### src/rtl/uart_cmd_master.sv
// uart_cmd_master: ASCII hex register command master over an 8N1 UART.
// Optional echo content check: define UART_CMD_ECHO_CHK_EN.
module uart_cmd_master #(
  parameter int C_F_CK      = 135_000_000,
  parameter int C_BAUD      = 31_250,
  parameter int C_TMO_BYTES = 16
) (
  input  logic       CK_i,
  input  logic       ARST_i,
  input  logic       REQ_i,
  input  logic       WR_i,
  input  logic [7:0] ADRs_i,
  input  logic [7:0] WDATs_i,
  output logic       BUSY_o,
  output logic       DONE_o,
  output logic       ERR_o,
  output logic [7:0] RDATs_o,
  output logic       TXD_o,
  input  logic       RXD_i
);
  localparam int C_BIT  = C_F_CK / C_BAUD;
  localparam int C_HALF = C_BIT / 2;
  localparam int C_TMO  = C_TMO_BYTES * 10 * C_BIT;
  localparam int CW     = $clog2(C_BIT + 1);
  localparam int TW     = $clog2(C_TMO + 1);

  typedef enum logic [1:0] {S_IDLE, S_SEND, S_WAIT} state_t;

  state_t          r_state, n_state;
  logic            r_wr;
  logic [7:0]      r_adr, r_dat;
  logic [2:0]      r_tx_idx;
  logic [3:0]      r_tx_bit;
  logic [CW-1:0]   r_tx_cnt;
  logic [TW-1:0]   r_tmo;
  logic            r_rx_s1, r_rx_s2, r_rx_s3;
  logic            r_rx_act;
  logic [CW-1:0]   r_rx_cnt;
  logic [3:0]      r_rx_bit;
  logic [7:0]      r_rx_sh;
  logic [2:0]      r_rx_n;
  logic [3:0]      r_hi;
  logic [7:0]      r_rdat;
  logic            r_done, r_err;
  logic            n_done, n_err;

  logic [7:0]      w_tx_byte;
  logic [2:0]      w_bi;
  logic            w_tx_end, w_last_tx;
  logic            w_rx_fall, w_rx_tick, w_rx_evt, w_rx_ferr;
  logic [4:0]      w_nib;
  logic [2:0]      w_n;

  function automatic logic [7:0] f_hex(input logic [3:0] n);
    return (n < 4'd10) ? {4'h3, n} : ({4'h0, n} + 8'h37);
  endfunction

  // {valid, value} for an ASCII hex digit of either case
  function automatic logic [4:0] f_nib(input logic [7:0] c);
    logic [4:0] v;
    v = 5'd0;
    if (c >= 8'h30 && c <= 8'h39)
      v = {1'b1, c[3:0]};
    else if ((c >= 8'h41 && c <= 8'h46) ||
             (c >= 8'h61 && c <= 8'h66))
      v = {1'b1, c[3:0] + 4'd9};
    return v;
  endfunction

  function automatic logic [7:0] f_byte(
    input logic [2:0] idx,
    input logic       wr,
    input logic [7:0] adr,
    input logic [7:0] dat
  );
    logic [7:0] b;
    unique case (idx)
      3'd0:    b = wr ? 8'h57 : 8'h52;
      3'd1:    b = f_hex(adr[7:4]);
      3'd2:    b = f_hex(adr[3:0]);
      3'd3:    b = wr ? f_hex(dat[7:4]) : 8'h0D;
      3'd4:    b = f_hex(dat[3:0]);
      default: b = 8'h0D;
    endcase
    return b;
  endfunction

  assign w_tx_byte = f_byte(r_tx_idx, r_wr, r_adr, r_dat);
  assign w_bi      = 3'(r_tx_bit - 4'd1);
  assign w_n       = r_wr ? 3'd6 : 3'd4;
  assign w_last_tx = (r_tx_idx == 3'(w_n - 3'd1));
  assign w_tx_end  = (r_tx_cnt == CW'(C_BIT - 1)) &&
                     (r_tx_bit == 4'd9);

  assign w_rx_fall = r_rx_s3 & ~r_rx_s2;
  assign w_rx_tick = r_rx_act && (r_rx_cnt == '0);
  assign w_rx_evt  = w_rx_tick && (r_rx_bit == 4'd9);
  assign w_rx_ferr = w_rx_evt && !r_rx_s2;
  assign w_nib     = f_nib(r_rx_sh);

  always_comb begin
    TXD_o = 1'b1;
    if (r_state == S_SEND) begin
      if (r_tx_bit == 4'd0)
        TXD_o = 1'b0;
      else if (r_tx_bit <= 4'd8)
        TXD_o = w_tx_byte[w_bi];
    end
  end

  always_comb begin
    n_state = r_state;
    n_done  = 1'b0;
    n_err   = 1'b0;
    unique case (r_state)
      S_IDLE: if (REQ_i) n_state = S_SEND;
      S_SEND, S_WAIT: begin
        if (r_state == S_SEND && w_tx_end && w_last_tx)
          n_state = S_WAIT;
        if (r_state == S_WAIT && !w_rx_evt &&
            r_tmo == TW'(C_TMO - 1))
          n_err = 1'b1;
        if (w_rx_evt) begin
          if (w_rx_ferr) begin
            n_err = 1'b1;
          end else if (r_rx_n < w_n) begin
`ifdef UART_CMD_ECHO_CHK_EN
            if (r_rx_sh != f_byte(r_rx_n, r_wr, r_adr, r_dat))
              n_err = 1'b1;
`endif
            if (r_wr && r_rx_n == 3'd5) n_done = 1'b1;
          end else if (!w_nib[4]) begin
            n_err = 1'b1;
          end else if (r_rx_n == 3'd5) begin
            n_done = 1'b1;
          end
        end
        if (n_err) n_done = 1'b0;
        if (n_err || n_done) n_state = S_IDLE;
      end
      default: n_state = S_IDLE;
    endcase
  end

  always_ff @(posedge CK_i or posedge ARST_i) begin
    if (ARST_i) begin
      r_state <= S_IDLE;
      r_done  <= 1'b0;
      r_err   <= 1'b0;
      r_rdat  <= 8'h00;
    end else begin
      r_state <= n_state;
      r_done  <= n_done;
      r_err   <= n_err;
      if (n_done && !r_wr) r_rdat <= {r_hi, w_nib[3:0]};
    end
  end

  always_ff @(posedge CK_i or posedge ARST_i) begin
    if (ARST_i) begin
      r_wr     <= 1'b0;
      r_adr    <= 8'h00;
      r_dat    <= 8'h00;
      r_tx_idx <= 3'd0;
      r_tx_bit <= 4'd0;
      r_tx_cnt <= '0;
      r_tmo    <= '0;
      r_rx_n   <= 3'd0;
      r_hi     <= 4'd0;
    end else begin
      if (r_state == S_IDLE && REQ_i) begin
        r_wr     <= WR_i;
        r_adr    <= ADRs_i;
        r_dat    <= WDATs_i;
        r_tx_idx <= 3'd0;
        r_tx_bit <= 4'd0;
        r_tx_cnt <= '0;
        r_rx_n   <= 3'd0;
      end else if (r_state == S_SEND) begin
        if (r_tx_cnt == CW'(C_BIT - 1)) begin
          r_tx_cnt <= '0;
          if (r_tx_bit == 4'd9) begin
            r_tx_bit <= 4'd0;
            r_tx_idx <= r_tx_idx + 3'd1;
          end else begin
            r_tx_bit <= r_tx_bit + 4'd1;
          end
        end else begin
          r_tx_cnt <= r_tx_cnt + 1'b1;
        end
      end
      if (r_state != S_IDLE && w_rx_evt && !w_rx_ferr) begin
        r_rx_n <= r_rx_n + 3'd1;
        if (!r_wr && r_rx_n == 3'd4) r_hi <= w_nib[3:0];
      end
      if (r_state == S_WAIT)
        r_tmo <= w_rx_evt ? '0 : r_tmo + 1'b1;
      else
        r_tmo <= '0;
    end
  end

  // Receiver: 2-flop sync plus one history flop for edge detect
  always_ff @(posedge CK_i or posedge ARST_i) begin
    if (ARST_i) begin
      r_rx_s1  <= 1'b1;
      r_rx_s2  <= 1'b1;
      r_rx_s3  <= 1'b1;
      r_rx_act <= 1'b0;
      r_rx_cnt <= '0;
      r_rx_bit <= 4'd0;
      r_rx_sh  <= 8'h00;
    end else begin
      r_rx_s1 <= RXD_i;
      r_rx_s2 <= r_rx_s1;
      r_rx_s3 <= r_rx_s2;
      if (!r_rx_act) begin
        if (w_rx_fall) begin
          r_rx_act <= 1'b1;
          r_rx_cnt <= CW'(C_HALF - 1);
          r_rx_bit <= 4'd0;
        end
      end else if (r_rx_cnt != '0) begin
        r_rx_cnt <= r_rx_cnt - 1'b1;
      end else begin
        r_rx_cnt <= CW'(C_BIT - 1);
        r_rx_bit <= r_rx_bit + 4'd1;
        if (r_rx_bit == 4'd0 && r_rx_s2)
          r_rx_act <= 1'b0;
        else if (r_rx_bit == 4'd9)
          r_rx_act <= 1'b0;
        else if (r_rx_bit != 4'd0)
          r_rx_sh <= {r_rx_s2, r_rx_sh[7:1]};
      end
    end
  end

  assign BUSY_o  = (r_state != S_IDLE);
  assign DONE_o  = r_done;
  assign ERR_o   = r_err;
  assign RDATs_o = r_rdat;

endmodule

### config.mk
export PLATFORM = sky130hd
export DESIGN_NAME = uart_cmd_master
export DESIGN_NICKNAME = d
export VERILOG_FILES = /design/src/rtl/uart_cmd_master.sv
export SDC_FILE = /design/constraint.sdc
export NUM_CORES = 1
export LEC_CHECK = 0
export ABC_AREA = 1
export BUFFER_PORTS_ARGS = -buffer_cell sky130_fd_sc_hd__buf_2
export CORE_ASPECT_RATIO = 0.5
export CORE_UTILIZATION = 35
export DETAILED_ROUTE_END_ITERATION = 8
export PLACE_DENSITY = 0.58
export SLEW_MARGIN = 20
export SYNTH_ARGS = -nofsm -noshare
export SYNTH_HDL_FRONTEND = slang
export SYNTH_SLANG_ARGS = --single-unit
### constraint.sdc
create_clock -name CK_i -period 4.25 [get_ports CK_i]
set_input_delay 0.85 -clock CK_i [delete_from_list [all_inputs] [get_ports CK_i]]
set_output_delay 0.85 -clock CK_i [all_outputs]
set_load 0.02 [all_outputs]
Word level (Yosys, flattened, before mapping)
Cells that the tools add are included.
Operators by class
  add/sub/neg operators: 14
  multipliers: 0
  divide/modulo/power cells: 0
  $lt $le $gt $ge: 13
  eq/ne operators: 16
  shift operators: 0
  multiplexer cells: 61
  bitwise gates (word level): 5
  reductions and logical operators: 44
Operator list (number)
  $mux 13: 6
  $mux 20: 2
  $mux 7: 5
  $pmux 7 s5: 1
  $add 4x6->7 const B: 4
  $mux 4: 7
  $mux 1: 25
  $mux 3: 7
  $add 20x1->20 const B: 1
  $eq 20x20->1 const B: 1
  $logic_and 1x1->1: 18
  $ge 8x7->1 const B: 2
  $le 8x7->1 const B: 2
  $lt 4x4->1 const B: 4
  $add 13x1->13 const B: 1
  $eq 13x13->1 const B: 1
  $logic_not 13->1: 1
  $reduce_bool 13->1: 1
  $sub 13x1->13 const B: 1
  $reduce_bool 2->1: 6
  $mux 5: 2
  $eq 3x3->1 const B: 3
  $add 4x1->4 const B: 2
  $eq 4x4->1 const B: 2
  other kinds (30): 48
Storage, ports and cells
  register bits after elaboration: 105
  latch bits: 0
  bits in writable memories: 0
  bits in read-only memories: 0
  input bits: 21
  memories: 0

Logic depth before layout (Yosys ltp)
Gate-level depths: netlist of the first run.
  word-level depth: 17
  gate-level depth with buffers: 14

Worst setup path before layout of the first run
OpenSTA, ideal clock, no wires.
  kind: reg2out
  from: register r_tx_idx[0]
  to: output port TXD_o
  arrival: 1.541 ns
  data required time: 3.400 ns
  setup slack: 1.859 ns
  stages on the path, launching flop included: 14
  path buffers: 0
  cell sequence: dfrtp_1 > ha_1 > ha_1 > inv_1 > nand4_1 > nand2_1 > inv_1 > nand2_1 > nor2_1 > nand3b_1 > nand2_1 > nand2_1 > nand3_1 > nand2_1
Between the ends
  word-level cells in the longest chain between the ends: 7
  elaborated cells on any way between the ends: 11
  classes of those cells: eq/ne: 4; mux: 6; reduce/logical: 1
Ends and longest elaborated chain
  from (decl): RTL line 32  | logic [2:0] r_tx_idx;
  from (signal assigned): RTL line 184  | r_tx_idx <= r_tx_idx + 3'd1;
  $eq 3x3->1 (tied with other cells): RTL line 77  | unique case (idx)
  $pmux 7 s5 (*): RTL line 77
  $bmux 1 s3 (*): RTL line 107  | TXD_o = w_tx_byte[w_bi];
  $mux 1 (not written as such) (*): RTL line 107
  $mux 1 (*): RTL line 106  | else if (r_tx_bit <= 4'd8)
  $mux 1 (*): RTL line 104  | if (r_tx_bit == 4'd0)
  $mux 1 (*): RTL line 103  | if (r_state == S_SEND) begin
  to (decl): RTL line 18  | output logic TXD_o,
Every way passes the cells marked *; elsewhere a longest branch is shown, timed or not. The select of a mux whose other input is x is not followed.

Final worst setup path of the first run
Same ends and word-level chain as after synthesis.

==> impl_results.md, run 1 <==
- Adder-cell share of the synthesized area: approximately 6.3%
- Leading cell type in the layout, fill and taps excluded: nand2_1
- Slew Viols, Final: 0
- Site Rows: 33
- ANT nets after route: 0
- Setup violations, final: 0
- CP Data Arrival Time: 2.13 ns
- Placed instance area: 6340 um2
- Area of the multi-input gates: 2820 um2
- Cells after synthesis: 737
- Crit path required time: 3.40 ns
- Die Wd: 186 um
- Clock Path Buffers: 2
- Hpwl dp: roughly 8600 um
- Simple-gate share of the synthesized area: between 20% and 30%
- Num CTS Buffers: 9
- RePlAce Congestion: 0.834
- Combinational family with the most area after synthesis: simple AND/OR/NAND/NOR gates
- Fin cells: 1004
- Final WS setup: ~1.3 ns
- Vias in the first global route: approximately 4500
- I/O pins: 33
- Post-CTS Setup Inserts: 0
- Layout Utilization: 40.3%
- Share of cells above drive strength 1: 12.6%
- Asr flop ratio synth: 100%
- Final Hold Viols: 0
- Clk root buf: clkbuf_16
- Largest fanout on the critical path: 5
- Ant. Diodes: 0
- Clock transition at the registers of the reported paths: about 0.080 ns
- Initial antenna violation count: 0
- Crit end category: output pin
- Hold Crit Start: r_rx_s1
- Crit Path Category: reg -> out
- Library cells used by synthesis: 48
- Leak pwr: 3.12 nW
- DRT Pass-1 Iters: 6
- CTS tree: yes
- Die area: 17500 um2
- Startpoint class of the critical path: flop
- Syn nets: 788
- Final instance area: 6640 um2
- Hold Path End: r_rx_s2
- Clock period minus worst slack: 2.98 ns
- Reg2reg end: r_tx_idx[0]
- Slew @ Worst Pin: 0.832 ns
- Worst R2R Setup Slack: 1.90 ns
- Max Freq: about 0.34 GHz
- Main flop type after synthesis: dfrtp_1
- Port Buffers: 32
- Period utilization: between 70% and 80%
- Synth top area share: 43.1%
- Placed cells: 988
- Yosys warnings: 0
- Reg2Reg Depth: 10
- WL final: between 10000 and 15000 um
- Post-Place Worst Slack: about 1.6 ns
- Largest net degree at the start of global routing: 69
- Iter 0 DRT Violations: 225
- Worst reg2reg startpoint: r_state[1]
- # nets final: 823
- Routed vias: roughly 4700
- Most frequent cells in the layout: 153 x nand2_1, 105 x inv_1, 102 x dfrtp_1, 74 x nor2_1, 62 x o21ai_0
- VDD IR max: slightly below 0.2 mV
- Drt drc: 0
- Total GRT Usage: 14.8%
- Seq. cell area: 2630 um2
- H-Tree Depth: 3
- Post-synth design cell area: 5920 um2
- RSZ-0062 raised after global routing: no
- Area leader, netlist: dfrtp_1
- Sink Count: 105
- Area grow syn2layout: 12.1%
- Post-CTS Resized: 0
- Rel. slew slack: 44.5%
- Hold Crit Class: reg -> reg
- Overall Power: 3.35 mW
- Pwr Density: between 500 and 600 nW/um2
- Mux cell area share after synthesis: 0.549%
- Die H: 94.0 um
- Worst hold path depth: 0
- Avg Synthesized Cell Area: 8.04 um2
- Clk_lat worst skew: around 0.35 ns
- Via density: 4.66
- Avg WL per Cell: 11.8 um
- Status: finished clean
- Post-synthesis compound-gate area fraction: 10.5%
- Synth Area in XOR/XNOR: 3.25%
- Post-synth EDFFs: 0
- First-pass GRT wire length: 20900 um
- Synth top area cells: dfrtp_1 43%, nand2_1 9.7%, inv_1 6.7%, ha_1 6.3%, o21ai_0 5.2%
- Core footprint: 16500 um2
- Filler Cells Inserted: ~1700
- Final hold slack: between 0.3 and 0.4 ns
- Initial Utilization: a little over a third
- Register bit total from synthesis: around 110
- Congestion Overflow GR: 0
- Post-Route Skew: 0.0105 ns
- Hold_buf cts: 0
- Max_cap viols: 0
- Register area share after synthesis: 44.4%
- Setup TNS Final: 0 ns
## where the power goes
group | internal (mW) | total [mW] | switching [mW]
logic | 0.405 | 1.16 | 0.754
clock network | 0.440 | 0.840 | 0.400
registers | 1.19 | 1.35 | 0.168
## cells by family (layout without fill, tap and decap cells)
logic type	after synthesis	after routing
buffers and inverters	122	162
muxes	3	3
DFF	105	105
xor gates and xnor gates	22	22
and+or+nand+nor	343	343
AOI/OAI and AO/OA	112	112
adders and majority gates	30	30
## critical path: stages (launching register included)
cell	delay, ns
dfrtp_1	0.40
inv_1	0.15
ha_1	0.19
inv_1	0.06
nor2_1	0.19
nand2_1	0.08
nand2_1	0.07
inv_1	0.05
nand2_1	0.05
nor2_1	0.04
nand3b_1	0.08
nand2_1	0.05
nand2_1	0.06
nand3_1	0.07
nand2_1	0.08
buf_2	0.16
## per-layer routing
layer | vias to the layer above | GRT usage (%) | wire (um)
li1 | 2445 | - | -
met1 | 2162 | 20.3 | 6130
met2 | 56 | 24.2 | 5290
met3 | 13 | 2.48 | 331
met4 | 0 | 3.76 | 108
met5 | - | 0 | 0
## cell usage after synthesis (2+ instances only)
| library cell | count |
|---|---|
| nor2_4 | 3 |
| ha_1 | 30 |
| dfstp_2 | 3 |
| nand4_4 | 2 |
| a21oi_1 | 27 |
| o21ai_2 | 4 |
| buf_2 | 2 |
| nand2_1 | 153 |
| nand4_1 | 10 |
| o22ai_1 | 5 |
| nor2_2 | 8 |
| mux2_2 | 2 |
| nand3b_1 | 2 |
| nand3_2 | 2 |
| xnor2_1 | 8 |
| dfrtp_1 | 102 |
| inv_2 | 4 |
| o21ai_0 | 62 |
| nand3_1 | 46 |
| nor2_1 | 74 |
| nor3b_1 | 6 |
| o21ai_1 | 2 |
| nand2_2 | 9 |
| xor2_1 | 14 |
| inv_1 | 106 |
| nor3_1 | 18 |
| o221ai_1 | 2 |
| clkbuf_1 | 8 |
| nor3_2 | 4 |
## area by class of cell
| class | count | share of cell area, % |
|---|---|---|
| Multi-Input combinational cell | 510 | 42.5 |
| Clock buffer | 11 | 3.81 |
| Sequential cell | 105 | 39.6 |
| Timing Repair Buffer | 35 | 2.75 |
| Inverter | 111 | 6.39 |
| Clock inverter | 5 | 0.678 |
| Tap cell | 227 | 4.28 |
## worst max path at each step
stage,startpoint,endpoint,cells past startpoint
after CTS,r_tx_idx[0],TXD_o,14
after floorplan,ARST_i,DONE_o,1
after global placement,r_tx_idx[0],TXD_o,14
after global routing,r_dat[6],TXD_o,10
final,r_tx_idx[0],TXD_o,15
after detailed placement,r_tx_idx[0],TXD_o,14
## sequential cells by signal, summed over array words and instances, names as in the netlist, 2 cells and up
signal    count
RDATs_o       8
r_adr         8
r_dat         8
r_hi          4
r_rx_bit      4
r_rx_cnt     13
r_rx_n        3
r_rx_sh       8
r_state       2
r_tmo        20
r_tx_bit      4
r_tx_cnt     13
r_tx_idx      3
(Power assumes the default switching activity.)
==> run 2, diff against run 1 <==
--- a/config.mk
+++ b/config.mk
@@ -10,7 +10,7 @@
 export CORE_ASPECT_RATIO = 0.5
 export CORE_UTILIZATION = 35
 export DETAILED_ROUTE_END_ITERATION = 8
-export PLACE_DENSITY = 0.58
+export PLACE_DENSITY = 0.59
 export SLEW_MARGIN = 20
 export SYNTH_ARGS = -nofsm -noshare
 export SYNTH_HDL_FRONTEND = slang
==> constraint.sdc (replaced) <==
create_clock -name CK_i -period 2.6 [get_ports CK_i]
set_input_delay 0.52 -clock CK_i [delete_from_list [all_inputs] [get_ports CK_i]]
set_output_delay 0.52 -clock CK_i [all_outputs]
set_load 0.02 [all_outputs]
==> run 2 against run 1 <==
  * The flow now finishes with violations (setup timing)
  * Routed wire length is 3.1% higher
  * Largest cell class unchanged
  * Global-route usage is 0.17 points higher
  * Cell count is 0.80% higher
  * First-iteration DRC count is 24% higher
  * Highest routed layer unchanged
  * Non-clock buffer count is 8 higher
  * Design area is 2.8% higher
  * Clock power is 73% higher
  * Sequential power is 66% higher
  * Register-to-register slack worse by 1.4 ns
  * Setup slack worse by 1.3 ns
==> impl_results.md, run 2 (synthesis results as in run 1) <==
- Port Buffers: 32 (unchanged)
- Biggest cell delay along the critical path: 0.41 ns (about the same)
- Crit end category: output pin
- ANT nets after route: 0 (unchanged)
- Layout Utilization: 41.4% (+1.1 points)
- Clk root buf: clkbuf_16
- I/O pins: 33 (unchanged)
- First-pass GRT wire length: 21100 um (+1.0%)
- RePlAce Congestion: 0.849 (+1.8%)
- Biggest regs: r_tmo x20, r_rx_cnt x13, r_tx_cnt x13
- Startpoint class of the critical path: flop
- H-Tree Depth: 3 (unchanged)
- Clock period minus worst slack: ~2.6 ns
- Leading cell type in the layout, fill and taps excluded: nand2_1
- Sink Count: 105 (unchanged)
- Iter 0 DRT Violations: 278 (+24%)
- Clock Path Buffers: 2 (unchanged)
- Area grow syn2layout: 15.2%
- Share of cells above drive strength 1: 17.2% (+4.6 points)
- Clock transition at the registers of the reported paths: 0.07 ns (about the same)
- Final Hold Viols: 0 (unchanged)
- Avg WL per Cell: 12.1 um (+2.3%)
- Status: finished with violations
- Placed instance area: 6410 um2 (+1.1%)
- # nets final: 831 (+0.97%)
- CP Data Arrival Time: 2.10 ns (-0.03 ns)
- Drt drc: 0 (unchanged)
- Die Wd: 186 um (unchanged)
- Largest fanout on the critical path: 4 (-1)
- Top reg by flops: r_tmo
- Leak pwr: 3.18 nW (+1.7%)
- DRT Pass-1 Iters: 5 (-1)
- Largest net degree at the start of global routing: 39 (-43%)
- Max_cap viols: 0 (unchanged)
- Max Freq: 0.382 GHz
- Site Rows: 33 (unchanged)
- Initial antenna violation count: 0 (unchanged)
- VDD IR max: 0.362 mV (+83%)
- Post-Route Skew: 0.0112 ns (+0.000672 ns)
- Most frequent cells in the layout: 145 x nand2_1, 102 x dfrtp_1, 96 x inv_1, 69 x nor2_1, 59 x o21ai_0
- Initial Utilization: 36.0% (unchanged)
- Die area: 17500 um2 (unchanged)
- Num CTS Buffers: 9 (unchanged)
- Routed vias: 4813 (+2.9%)
- Vias in the first global route: 4594 (+2.9%)
- Hold Crit Class: in -> async
- Via density: 4.76 (+2.1%)
- WL final: 12200 um (+3.1%)
- Core footprint: 16500 um2 (unchanged)
- RSZ-0062 raised after global routing: yes
- Critical Path Slowest Stage Cell: dfrtp_1
- Congestion Overflow GR: 0 (unchanged)
- Die H: 94.0 um (unchanged)
- Total GRT Usage: 15.0% (+0.17 points)
- Cell Chain, Critical Path: buf_4 > ha_2 > nand2_2 > nand4_1 > nand2_1 > inv_2 > nand2_2 > nor2_2 > nand3b_1 > nand2_1 > nand2_1 > nand3_2 > nand2_2 > buf_6
- Pwr Density: 857 nW/um2 (+70%)
- Overall Power: 5.85 mW (+74%)
- Period utilization: 101%
- Filler Cells Inserted: 1671 (-0.36%)
- Slew @ Worst Pin: 0.573 ns (-0.259 ns)
- Rel. slew slack: 61.7% (+17 points)
- Max reg flops: 20 (unchanged)
- Final instance area: 6820 um2 (+2.8%)
- Setup violations, final: 1 (+1)
- Hpwl dp: 8930 um (+3.3%)
- CTS tree: yes
- Crit Path Category: reg -> out
- Crit path required time: 2.08 ns (-1.32 ns)
- Ant. Diodes: 0 (unchanged)
- Reg2Reg Depth: 8 (-2)
- Slew Viols, Final: 0 (unchanged)
- Clk_lat worst skew: 0.35 ns (about the same)
- Final WS setup: -0.0193 ns (-1.29 ns)
- Violated checks: setup timing
==> run 2: cell types whose count changed in the layout (fill, tap and decap cells not counted), sizes merged <==
cell / previous run / this run
inv: 113 / 110
bufinv: 0 / 2
buf: 35 / 43
clkinv: 2 / 3
==> run 2: worst paths after layout <==
path                                end  slack (ns)        start
hold reg to reg                 r_rx_s2        0.36      r_rx_s1
hold / removal             r_rx_cnt[10]        0.22       ARST_i
setup reg to reg             r_rx_sh[4]        0.47  r_rx_cnt[0]
min in group CK_i               r_rx_s1        0.26        RXD_i
setup / recovery                  TXD_o       -0.02  r_tx_idx[0]
max in group asynchronous        DONE_o        1.75       ARST_i
==> run 2: critical path: cells and delay by family (launching register included) <==
family	cells	cell delay, ns
AND/OR/NAND/NOR	10	0.86
flip-flops	1	0.41
buffers and inverters	3	0.31
adder cells (fa/ha/maj)	1	0.17
==> run 2: area by class of cell <==
class	count	area, um2	area share, %
clock inverter	5	78.8	1.16
multi-input combinational	510	2900	42.5
inverter	111	425	6.23
timing repair buffer	43	274	4.02
sequential	105	2630	38.6
tap	227	284	4.16
clock buffer	11	233	3.41
==> run 2: per-stage QoR <==
step / setup slack [ns] / cells / setup TNS [ns] / hold slack, ns
2_1_floorplan: 0.539 / 737 / 0 / 0.345
3_3_place_gp: 0.363 / 994 / 0 / 0.346
3_5_place_dp: 0.334 / 994 / 0 / 0.348
4_1_cts: 0.000949 / 1012 / 0 / 0.232
5_1_grt: -0.138 / 1012 / -0.138 / 0.249
6_report: -0.0193 / 1012 / -0.0193 / 0.223
==> run 2: power by group <==
group	total (mW)	switching [mW]	internal, mW
clock network	1.45	0.606	0.846
logic	2.16	1.36	0.797
registers	2.24	0.302	1.94
total	5.85	2.27	3.58
==> run 2: layer usage <==
| layer | global-route usage (%) | wire length [um] |
|---|---|---|
| met1 | 20.0 | 5940 |
| met2 | 24.7 | 5670 |
| met3 | 3.02 | 445 |
| met4 | 3.69 | 172 |
| met5 | 0 | 0 |
==> run 2: what timing repair did <==
item | in CTS | in global routing
buffers inserted | 2 | 0
setup endpoints to repair | 1 | 1
hold buffers | 0 | 0
resized for setup | 9 | 29
hold endpoints to repair | 0 | 0
pin swaps | 2 | 12
